--- config.mk ---
export PLATFORM = sky130hd
export DESIGN_NAME = jt89_mixer_cic_flat
export DESIGN_NICKNAME = d
export VERILOG_FILES = /design/src/rtl/jt89_mixer_cic_if.sv /design/src/rtl/jt89_mixer_cic.sv /design/src/flat_wrapper.sv
export SDC_FILE = /design/constraint.sdc
export NUM_CORES = 1
export LEC_CHECK = 0
export ABC_AREA = 1
export BUFFER_PORTS_ARGS = -buffer_cell sky130_fd_sc_hd__buf_2
export CORE_MARGIN = 4
export CORE_UTILIZATION = 30
export CTS_CLUSTER_SIZE = 10
export DETAILED_ROUTE_END_ITERATION = 10
export GPL_TIMING_DRIVEN = 1
export PLACE_DENSITY = 0.55
export SYNTH_ARGS = -nofsm -noshare
export SYNTH_HDL_FRONTEND = slang
export SYNTH_SLANG_ARGS = --single-unit
--- constraint.sdc ---
create_clock -name clk -period 6.1 [get_ports clk]
set_input_delay 1.22 -clock clk [delete_from_list [all_inputs] [get_ports clk]]
set_output_delay 1.22 -clock clk [all_outputs]
set_load 0.005 [all_outputs]
--- src/rtl/jt89_mixer_cic_if.sv ---
// Channel/mixer bundle for jt89_mixer_cic.
// Master side drives channels and enables; slave is the mixer.
interface jt89_mixer_cic_if #(
  parameter int BW  = 9,
  parameter int CHN = 4,
  parameter int OW  = BW + $clog2(CHN)
);
  logic               clk_en;
  logic [CHN*BW-1:0]  ch;
  logic [CHN-1:0]     ch_mask;
  logic               peak_clr;
  logic               cen_lo;
  logic [OW-1:0]      sound;
  logic [OW-1:0]      peak;

  modport master (
    output clk_en, ch, ch_mask, peak_clr,
    input  cen_lo, sound, peak
  );

  modport slave (
    input  clk_en, ch, ch_mask, peak_clr,
    output cen_lo, sound, peak
  );
endinterface

--- src/rtl/jt89_mixer_cic.sv ---
// JT89 channel mixer with CIC interpolator, unity DC gain, saturated.
// Optional peak meter enabled by JT89_MIXER_PEAK_EN.
module jt89_mixer_cic #(
  parameter int BW        = 9,
  parameter int CHN       = 4,
  parameter int ORDER     = 2,
  parameter int RATE_LOG2 = 4
) (
  input  logic clk,
  input  logic rst,
  jt89_mixer_cic_if.slave bus
);
  localparam int OW  = BW + $clog2(CHN);
  localparam int SH  = (ORDER-1)*RATE_LOG2;
  localparam int FBW = OW + SH + 2;

  logic [RATE_LOG2-1:0] phase;
  logic                 tick;
  logic [FBW-1:0]       fresh;
  logic [FBW-1:0]       cin   [ORDER];
  logic [FBW-1:0]       comb  [ORDER];
  logic [FBW-1:0]       prev  [ORDER];
  logic [FBW-1:0]       integ [ORDER];
  logic [FBW-1:0]       z;
  logic signed [FBW-1:0] y;
  logic [OW-1:0]        sat;
  logic [OW-1:0]        sound_q;

  assign tick = bus.clk_en && (phase == '0) && !rst;
  assign bus.cen_lo = tick;
  assign bus.sound  = sound_q;

  always_comb begin
    fresh = '0;
    for (int k = 0; k < CHN; k++) begin
      if (bus.ch_mask[k])
        fresh = fresh + FBW'(bus.ch[k*BW +: BW]);
    end
  end

  always_comb begin
    for (int s = 0; s < ORDER; s++) begin
      cin[s] = (s == 0) ? fresh : comb[(s == 0) ? 0 : s-1];
    end
  end

  // Integrator gain is 2^SH; shift restores unity DC gain.
  assign y = $signed(integ[ORDER-1]) >>> SH;

  always_comb begin
    if (y[FBW-1])
      sat = '0;
    else if (|y[FBW-2:OW])
      sat = '1;
    else
      sat = y[OW-1:0];
  end

  always_ff @(posedge clk or posedge rst) begin
    if (rst) begin
      phase   <= '0;
      z       <= '0;
      sound_q <= '0;
      for (int s = 0; s < ORDER; s++) begin
        comb[s]  <= '0;
        prev[s]  <= '0;
        integ[s] <= '0;
      end
    end else begin
      if (tick) begin
        for (int s = 0; s < ORDER; s++) begin
          comb[s] <= cin[s] - prev[s];
          prev[s] <= cin[s];
        end
      end
      if (bus.clk_en) begin
        phase    <= phase + 1'b1;
        z        <= tick ? comb[ORDER-1] : '0;
        integ[0] <= integ[0] + z;
        for (int s = 1; s < ORDER; s++)
          integ[s] <= integ[s] + integ[s-1];
        sound_q  <= sat;
      end
    end
  end

`ifdef JT89_MIXER_PEAK_EN
  logic [OW-1:0] peak_q;

  assign bus.peak = peak_q;

  // Clear wins over hold, then the new sample is compared.
  always_ff @(posedge clk or posedge rst) begin
    if (rst)
      peak_q <= '0;
    else if (bus.clk_en) begin
      if (bus.peak_clr || sat > peak_q)
        peak_q <= sat;
    end else if (bus.peak_clr)
      peak_q <= sound_q;
  end
`else
  assign bus.peak = '0;
`endif
endmodule

--- src/flat_wrapper.sv ---
// flat-port wrapper written by rule: the top's interface ports become plain ports
module jt89_mixer_cic_flat 
#(
  parameter int BW        = 9,
  parameter int CHN       = 4,
  parameter int ORDER     = 2,
  parameter int RATE_LOG2 = 4
)
  (clk, rst, bus_clk_en, bus_ch, bus_ch_mask, bus_peak_clr, bus_cen_lo, bus_sound, bus_peak);
  jt89_mixer_cic_if #(.BW(BW), .CHN(CHN)) bus_i ();
  input  logic clk;
  input  logic rst;
  input wire logic [$bits(bus_i.clk_en)-1:0] bus_clk_en;
  input wire logic [$bits(bus_i.ch)-1:0] bus_ch;
  input wire logic [$bits(bus_i.ch_mask)-1:0] bus_ch_mask;
  input wire logic [$bits(bus_i.peak_clr)-1:0] bus_peak_clr;
  output wire logic [$bits(bus_i.cen_lo)-1:0] bus_cen_lo;
  output wire logic [$bits(bus_i.sound)-1:0] bus_sound;
  output wire logic [$bits(bus_i.peak)-1:0] bus_peak;
  assign bus_i.clk_en = bus_clk_en;
  assign bus_i.ch = bus_ch;
  assign bus_i.ch_mask = bus_ch_mask;
  assign bus_i.peak_clr = bus_peak_clr;
  assign bus_cen_lo = bus_i.cen_lo;
  assign bus_sound = bus_i.sound;
  assign bus_peak = bus_i.peak;
  jt89_mixer_cic #(.BW(BW), .CHN(CHN), .ORDER(ORDER), .RATE_LOG2(RATE_LOG2)) u_core (.clk(clk), .rst(rst), .bus(bus_i));
endmodule
==> results.yml, run 1 <==
outcome:
  status: "finished, final reports clean"
floorplan:
  core_area_um2: 31000
  die_h_um: 186
  start_util: 0.307
  die_area_um2: 34700
  ios: 67
  rows: 64
  die_w_um: 186
finish:
  fill_cells: 3199
  antennaDiodeCount: 0
  drive_gt1_frac: 0.137
  syn_to_final_growth_pct: 17.0
  layout.cells.non_filler: 1780
  nets: 1512
pwr:
  powerDensity_nw_per_um2: 454
  p_leak_nw: 5.78
  ir_worst_vdd_uv: 205
synth:
  synth.avg_cell_area_um2: 7.43
  synth_area_um2: 9520
  synth_area_leaders: "dfrtp_1 34%, nand2_1 13%, ha_1 12%"
  async_reset_ff_frac: 1.00
  synth-seq-cells: 129
  synth_cell_type_count: 44
  ys_warn_count: 0
  synth_top_area_share: 0.339
  ys.flop_type: "dfrtp_1"
  synthTopCellsByCount: "341 x nand2_1, 158 x inv_1, 129 x dfrtp_1, 100 x o21ai_0, 90 x ha_1"
  syn_inst: 1281
  synth_edf_count: 0
  seq_area_frac_synth: 0.339
  yosysMostFrequentCell: "nand2_1"
  yosys.area.top_type: "dfrtp_1"
drt:
  dr.pass1.iters: 5
  vias: 8320
  ant_nets: 0
  wl_mm: 21.0
  drt_iter0_drc: 375
  detail_route.drc_violations: 0
  vias_per_cell: 4.67
  drt-wirelength-per-cell_um: 11.8
run:
  maxCapViolations: 0
clocking:
  cts_hold_buf: 0
  clock_latency_ps: 420
  tritoncts: "built"
  cts_sinks: 129
  root_buffer: "clkbuf_16"
  cts-htree-levels: 4
  cts.path.max_buffers: 2
  cts_buffers: 17
  clk_pin_slew_worst_paths_ps: 60
grt:
  grt_start_max_net_pins: 83
  antenna_found_initial: 0
  grt_usage: 0.125
  grt_pass1_vias: 8026
  grt_overflow: 0
  grt_pass1_wl_mm: 36.3
sta:
  timing.fmax_mhz: 177
  post-route-period-util: 0.927
  hold_viol: 0
  setup_violations: 0
  clock_skew_ps: 11.3
  period_minus_slack_ps: 5650
  worst_slew_pin_slew_ps: 1040
  fin_hold_ws_ps: 471
  slew_headroom: 0.307
  maxSlewViolCount: 0
  rsz0062_at_grt: "no"
placement:
  dp.cells: 1746
  place.gp.congestion: 0.900
  dpl.hpwl_mm: 15.6
  port_buffers: 54
setup_path:
  start_kind: "input port"
  arrival_ps: 5920
  required_ps: 6360
  crit_type: "in2reg"
  crit_fanout: 5
  end_kind: "flip-flop"
hold_path:
  hold_class: "reg2reg"
cells in the final DEF (no fill, tap or decap), drive strengths merged, types with 6 or more instances in the layout:
cell    count
a21o        6
nand4      15
o21bai      9
buf       103
or2        13
clkinv      7
ha         90
nor3       13
o21ai     120
nand2     352
xor2       27
o31ai       6
conb       11
and2        6
nand3      88
a21oi      73
xnor2      14
fa          7
nor2       62
dfrtp     129
clkbuf     18
a31oi      12
inv       164
a22o       11
power by group:
part	internal [mW]	switching [mW]	leakage, nW
registers	1.22	0.234	1.61
logic	1.11	1.53	3.89
clock network	0.565	0.405	0.269
total	2.90	2.17	5.78
logic make-up after synthesis:
family          count (synthesis)  share of synthesized area
compound gates                252                      0.151
xor+xnor                       41                     0.0377
fa+ha+maj                      97                      0.133
buf+inv                       204                     0.0872
flops                         129                      0.339
other cells                     1                   0.000394
simple gates                  557                      0.251
area by class of cell:
| class | count | area [um2] | share of cell area |
|---|---|---|---|
| Sequential cell | 129 | 3230 | 0.290 |
| Inverter | 162 | 612 | 0.0549 |
| Clock buffer | 18 | 429 | 0.0385 |
| Tap cell | 396 | 495 | 0.0445 |
| Timing Repair Buffer | 103 | 638 | 0.0573 |
| Multi-Input combinational cell | 958 | 5610 | 0.503 |
| Clock inverter | 14 | 131 | 0.0118 |
registers in the layout, summed over array words and instances, names as in the netlist:
| register | flops |
|---|---|
| u_core.z | 17 |
| u_core.phase | 4 |
| u_core.prev | 29 |
| u_core.bus.sound | 11 |
| u_core.cin | 17 |
| u_core.integ | 34 |
| u_core.comb | 17 |
stage by stage:
step | area (um2) | setup WS, ps | setup TNS [ps] | total power, mW | util
floorplan | 9560 | 287 | 0 | 3.42 | -
global placement | 10500 | -146 | -755 | 4.01 | 0.338
CTS | 11000 | 309 | 0 | 5.06 | 0.356
detailed placement | 10500 | -96.8 | -471 | 4.06 | 0.338
finish | 11100 | 446 | 0 | 5.06 | 0.360
global route | 11100 | 5.61 | 0 | 5.64 | 0.360
worst paths after layout:
kind                                            end  cells after the start           startpoint  slack [ps]
worst max-delay path                 u_core.cin[12]                     28       bus_ch_mask[0]         450
worst min-delay path            u_core.bus.sound[5]                      2  u_core.bus.sound[5]         470
worst max register to register       u_core.cin[12]                      9      u_core.phase[0]        3710
worst min register to register  u_core.bus.sound[5]                      2  u_core.bus.sound[5]         470
max in group asynchronous           u_core.comb[12]                      4                  rst        3660
min in group asynchronous           u_core.prev[17]                      3                  rst         980
routing by layer:
layer  global-route usage  up-vias  share of wire
met1                0.160     3794           0.49
met4               0.0338        0          0.013
met5                    0        -              0
met2                0.217      101           0.47
li1                     -     4402              -
met3               0.0218       23          0.023
timing repair:
item	in CTS	in global routing
setup endpoints to repair	0	8
resized for setup	0	18
buffers inserted	0	2
critical path, stage by stage:
cell and delay, ps:
buf_2 100, nand2_1 60, inv_1 50, ha_1 190, fa_2 440, nand2_1 60, o21ai_1 130, fa_1 450
nand3_1 100, nand2_1 100, or2_2 280, nand2_1 80, o21ai_2 60, ha_1 330, a21oi_1 200, nor2_1 60
a211oi_1 270, xor2_1 180, nand2_1 90, and2_1 190, ha_4 290, nand4_1 90, o21ai_0 310, buf_4 170
nand4_1 70, o2111ai_1 100, buf_4 160, o21ai_0 70
(Power assumes the default switching activity.)
==> run 2: changes to the inputs <==
--- a/config.mk
+++ b/config.mk
@@ -7,12 +7,12 @@
 export LEC_CHECK = 0
 export ABC_AREA = 1
 export BUFFER_PORTS_ARGS = -buffer_cell sky130_fd_sc_hd__buf_2
-export CORE_MARGIN = 4
 export CORE_UTILIZATION = 30
 export CTS_CLUSTER_SIZE = 10
 export DETAILED_ROUTE_END_ITERATION = 10
 export GPL_TIMING_DRIVEN = 1
 export PLACE_DENSITY = 0.55
+export REMOVE_ABC_BUFFERS = 1
 export SYNTH_ARGS = -nofsm -noshare
 export SYNTH_HDL_FRONTEND = slang
 export SYNTH_SLANG_ARGS = --single-unit
==> results.yml, run 2 (synthesized netlist as in run 1, its figures left out) <==
grt:
  use_met2: 0.248
  use_met1: 0.155
  antenna_found_initial: 1
  grt_overflow: 0
  grt_usage: 0.134
  grt_util_met3: 0.0245
  grt_pass1_wl_mm: 36.1
  grt_pass1_vias: 8064
  grt_start_max_net_pins: 80
  top_usage_layer: "met2"
pwr:
  powerDensity_nw_per_um2: 453
  ir_worst_vdd_uv: 226
  p_leak_nw: 5.86
finish:
  largestRegisters: "u_core.integ x34, u_core.prev x29"
  multi_input_area_um2: 5570
  final_core_util: 0.363
  drive_gt1_frac: 0.142
  largest_register: "u_core.integ"
  fill_cells: 3249
  syn_to_final_growth_pct: 18.0
  largest_register_ff_count: 34
  layout.cells.non_filler: 1796
  final_area_um2: 11200
  layout_common_cells: "341 x nand2_1, 157 x inv_1, 129 x dfrtp_1, 97 x o21ai_0, 86 x ha_1"
  mostFrequentLayoutCell: "nand2_1"
  nets: 1528
  seqCellArea_um2: 3230
placement:
  dp.cells: 1764
  port_buffers: 54
  placed_area_um2: 10600
  post-place-ws_ps: -173
  dpl.hpwl_mm: 15.9
  place.gp.congestion: 0.852
floorplan:
  die_w_um: 180
  core_area_um2: 30900
  rows: 64
  start_util: 0.308
  ios: 67
  die_h_um: 180
  die_area_um2: 32500
setup_path:
  worst_path_max_delay_cell: "ha_2"
  arrival_ps: 5950
  r2r_slack_ps: 3730
  crit_type: "in2reg"
  crit_fanout: 6
  required_ps: 6360
  end_kind: "flip-flop"
  start_kind: "input port"
  max_stage_delay_ps: 390
  cpMostUsedCell: "nand2_1"
clocking:
  cts.path.max_buffers: 2
  tritoncts: "built"
  root_buffer: "clkbuf_16"
  cts_buffers: 17
  postCtsSetupBuffers: 0
  cts-htree-levels: 4
  clock_latency_ps: 420
  clk_pin_slew_worst_paths_ps: 50
  cts_sinks: 129
sta:
  fin_hold_ws_ps: 470
  period_minus_slack_ps: 5690
  hold_viol: 0
  setup_violations: 0
  fin_ws_ps: 410
  post-route-period-util: 0.933
  worst_slew_pin_slew_ps: 789
  timing.fmax_mhz: 176
  clock_skew_ps: 7.25
  slew_headroom: 0.474
  maxSlewViolCount: 0
drt:
  drt-wirelength-per-cell_um: 11.7
  vias_per_cell: 4.59
  wl_mm: 20.9
  vias: 8238
  dr.pass1.iters: 4
  ant_nets: 0
  detail_route.drc_violations: 0
  drt_iter0_drc: 344
run:
  maxCapViolations: 0
outcome:
  status: "finished, final reports clean"
hold_path:
  hold_class: "reg2reg"
-- run 2: final cells by class --
type                            instances  share of cell area
Sequential cell                       129               0.287
Antenna cell                            1            0.000223
Clock inverter                          5             0.00691
Clock buffer                           26              0.0435
Tap cell                              396              0.0441
Inverter                              162              0.0546
Timing Repair Buffer                  119              0.0675
Multi-Input combinational cell        958               0.496
-- run 2: what timing repair did --
action                     in CTS  in global routing
setup endpoints to repair       0                  8
hold buffers                    0                  0
gates resized for setup         0                 16
-- run 2: metrics by stage --
stage	total power [mW]	TNS [ps]
6_report	5.09	0
5_1_grt	5.63	-15.0
4_1_cts	5.12	0
3_5_place_dp	4.10	-1150
3_3_place_gp	4.04	-1010
2_1_floorplan	3.40	-25930
-- run 2: where the power goes --
| group | switching (mW) | internal [mW] | total [mW] |
|---|---|---|---|
| registers | 0.229 | 1.22 | 1.45 |
| clock network | 0.358 | 0.631 | 0.988 |
| logic | 1.53 | 1.13 | 2.65 |
| total | 2.12 | 2.97 | 5.09 |
-- run 2: worst paths after layout --
| kind | start | cells past startpoint | to |
|---|---|---|---|
| worst max-delay path | bus_ch_mask[0] | 37 | u_core.cin[13] |
| worst min-delay path | u_core.bus.sound[7] | 2 | u_core.bus.sound[7] |
| worst max register to register | u_core.integ[17] | 12 | u_core.integ[33] |
| worst min register to register | u_core.bus.sound[7] | 2 | u_core.bus.sound[7] |
| max in group asynchronous | rst | 3 | u_core.integ[2] |
| min in group asynchronous | rst | 2 | u_core.prev[23] |
-- run 2: worst max-delay path, delay by kind of cell --
kind            cells  cell delay (ps)
compound gates      5              670
fa+ha+maj           4             1340
buf+inv             7              660
simple gates       21             2050
-- run 2: per-layer routing --
layer / up-vias / wire [um] / share of wire
met5: - / 0 / 0
met4: 0 / 391 / 0.019
met3: 32 / 586 / 0.028
met2: 107 / 10300 / 0.49
met1: 3667 / 9670 / 0.46
li1: 4432 / - / -
==> run 3: changes to the inputs <==
--- a/config.mk
+++ b/config.mk
@@ -11,7 +11,7 @@
 export CTS_CLUSTER_SIZE = 10
 export DETAILED_ROUTE_END_ITERATION = 10
 export GPL_TIMING_DRIVEN = 1
-export PLACE_DENSITY = 0.55
+export PLACE_DENSITY = 0.53
 export REMOVE_ABC_BUFFERS = 1
 export SYNTH_ARGS = -nofsm -noshare
 export SYNTH_HDL_FRONTEND = slang
==> constraint.sdc (replaced) <==
create_clock -name clk -period 5.75 [get_ports clk]
set_input_delay 1.15 -clock clk [delete_from_list [all_inputs] [get_ports clk]]
set_output_delay 1.15 -clock clk [all_outputs]
set_load 0.005 [all_outputs]
==> results.yml, run 3 (synthesized netlist as in run 1, its figures left out) <==
finish:
  drive_gt1_frac: 0.197
  layout.cells.non_filler: 1840
  layout_common_cells: "336 x nand2_1, 155 x inv_1, 129 x dfrtp_1, 109 x buf_4, 93 x o21ai_0"
  largestRegisters: "u_core.integ x34, u_core.prev x29"
  antennaDiodeCount: 0
  syn_to_final_growth_pct: 24.7
  final_area_um2: 11900
  fill_cells: 3246
  final_core_util: 0.384
  largest_register: "u_core.integ"
  largest_register_ff_count: 34
  nets: 1572
  mostFrequentLayoutCell: "nand2_1"
hold_path:
  hold_class: "reg2reg"
setup_path:
  max_stage_delay_ps: 430
  critPathTopFamily: "adder cells"
  cpMostUsedCell: "nand2_1"
  worst-path-buf-inv: 6
  required_ps: 6020
  start_kind: "input port"
  end_kind: "flip-flop"
  r2r_cells: 7
  crit_type: "in2reg"
  worst_path_max_delay_cell: "fa_2"
  timing.rr.start: "u_core.phase[2]"
  arrival_ps: 5690
  crit_fanout: 4
  endpoint: "u_core.cin[13]"
  cp.depth: 34
  cp-startpoint: "bus_ch_mask[0]"
  r2r_slack_ps: 3410
  r2r_end: "u_core.cin[14]"
drt:
  vias: 8457
  vias_per_cell: 4.60
  dr.pass1.iters: 4
  ant_nets: 0
  detail_route.drc_violations: 0
  drt_iter0_drc: 271
  drt-wirelength-per-cell_um: 11.6
  wl_mm: 21.4
placement:
  placed_area_um2: 10900
  dp.cells: 1806
  place.gp.congestion: 0.865
  dpl.hpwl_mm: 15.9
  port_buffers: 54
grt:
  grt_overflow: 0
  grt_start_max_net_pins: 80
  grt_usage: 0.135
  grt_pass1_vias: 8202
  grt_pass1_wl_mm: 36.5
  antenna_found_initial: 0
pwr:
  powerDensity_nw_per_um2: 482
  p_leak_nw: 6.14
  ir_worst_vdd_uv: 232
sta:
  slew_headroom: 0.357
  setup_violations: 0
  finalSetupTns_ps: 0
  maxSlewViolCount: 0
  clock_skew_ps: 9.83
  timing.fmax_mhz: 184
  hold_viol: 0
  post-route-period-util: 0.943
  period_minus_slack_ps: 5420
  worst_slew_pin_slew_ps: 965
run:
  maxCapViolations: 0
clocking:
  cts_buffers: 17
  cts-htree-levels: 4
  clock_latency_ps: 420
  cts_hold_buf: 0
  cts_sinks: 129
  root_buffer: "clkbuf_16"
  tritoncts: "built"
  cts.path.max_buffers: 2
  clk_pin_slew_worst_paths_ps: 60
floorplan:
  die_h_um: 180
  start_util: 0.308
  core_area_um2: 30900
  die_w_um: 180
  die_area_um2: 32500
  rows: 64
  ios: 67
outcome:
  status: "finished, final reports clean"
-- run 3: repair_timing --
item | in CTS | in global routing
pin swaps | 0 | 10
buffers inserted | 0 | 2
setup endpoints to repair | 5 | 11
resized for setup | 5 | 54
-- run 3: through the flow --
step / hold WS, ps / total power [mW] / setup slack, ps
after global routing: 493 / 6.32 / -62.8
after floorplan: 442 / 3.61 / -1600
after CTS: 475 / 5.67 / 2.23
after global placement: 452 / 4.40 / -397
final: 471 / 5.73 / 326
after detailed placement: 460 / 4.46 / -464
-- run 3: report_power, final --
| part | switching [mW] | internal [mW] | leakage, nW |
|---|---|---|---|
| combinational | 1.68 | 1.33 | 4.21 |
| sequential | 0.242 | 1.29 | 1.61 |
| clock | 0.414 | 0.762 | 0.309 |
| total | 2.34 | 3.39 | 6.14 |
-- run 3: worst min-delay path, cell delays in order (launching register included) --
cell and delay [ps]:
dfrtp_1 340, nand2_1 50, nand2_1 50
-- run 3: how the worst min path moves through the flow --
stage,to,from,depth (start not counted),slack [ps]
6_report,u_core.bus.sound[3],u_core.bus.sound[3],2,470
5_1_grt,u_core.z[3],u_core.comb[3],1,490
4_1_cts,u_core.bus.sound[4],u_core.bus.sound[4],2,480
3_5_place_dp,u_core.bus.sound[4],u_core.bus.sound[4],2,460
3_3_place_gp,u_core.z[7],u_core.comb[7],2,450
2_1_floorplan,u_core.z[7],u_core.comb[7],2,440
-- run 3: final cells by class --
class / count / area, um2 / area share
multi-input cells: 958 / 5800 / 0.489
clock inverters: 12 / 179 / 0.0151
well taps: 396 / 495 / 0.0417
clock buffers: 20 / 467 / 0.0393
flip-flops and latches: 129 / 3230 / 0.272
repair buffers: 163 / 1090 / 0.0917
inverters: 162 / 613 / 0.0516
-- run 3: routing by layer --
layer  up-vias  share of wire  global-route usage
met4         0          0.016              0.0475
li1       4503              -                   -
met3        27          0.021              0.0182
met2       112           0.51               0.251
met5         -              0                   0
met1      3815           0.46               0.157
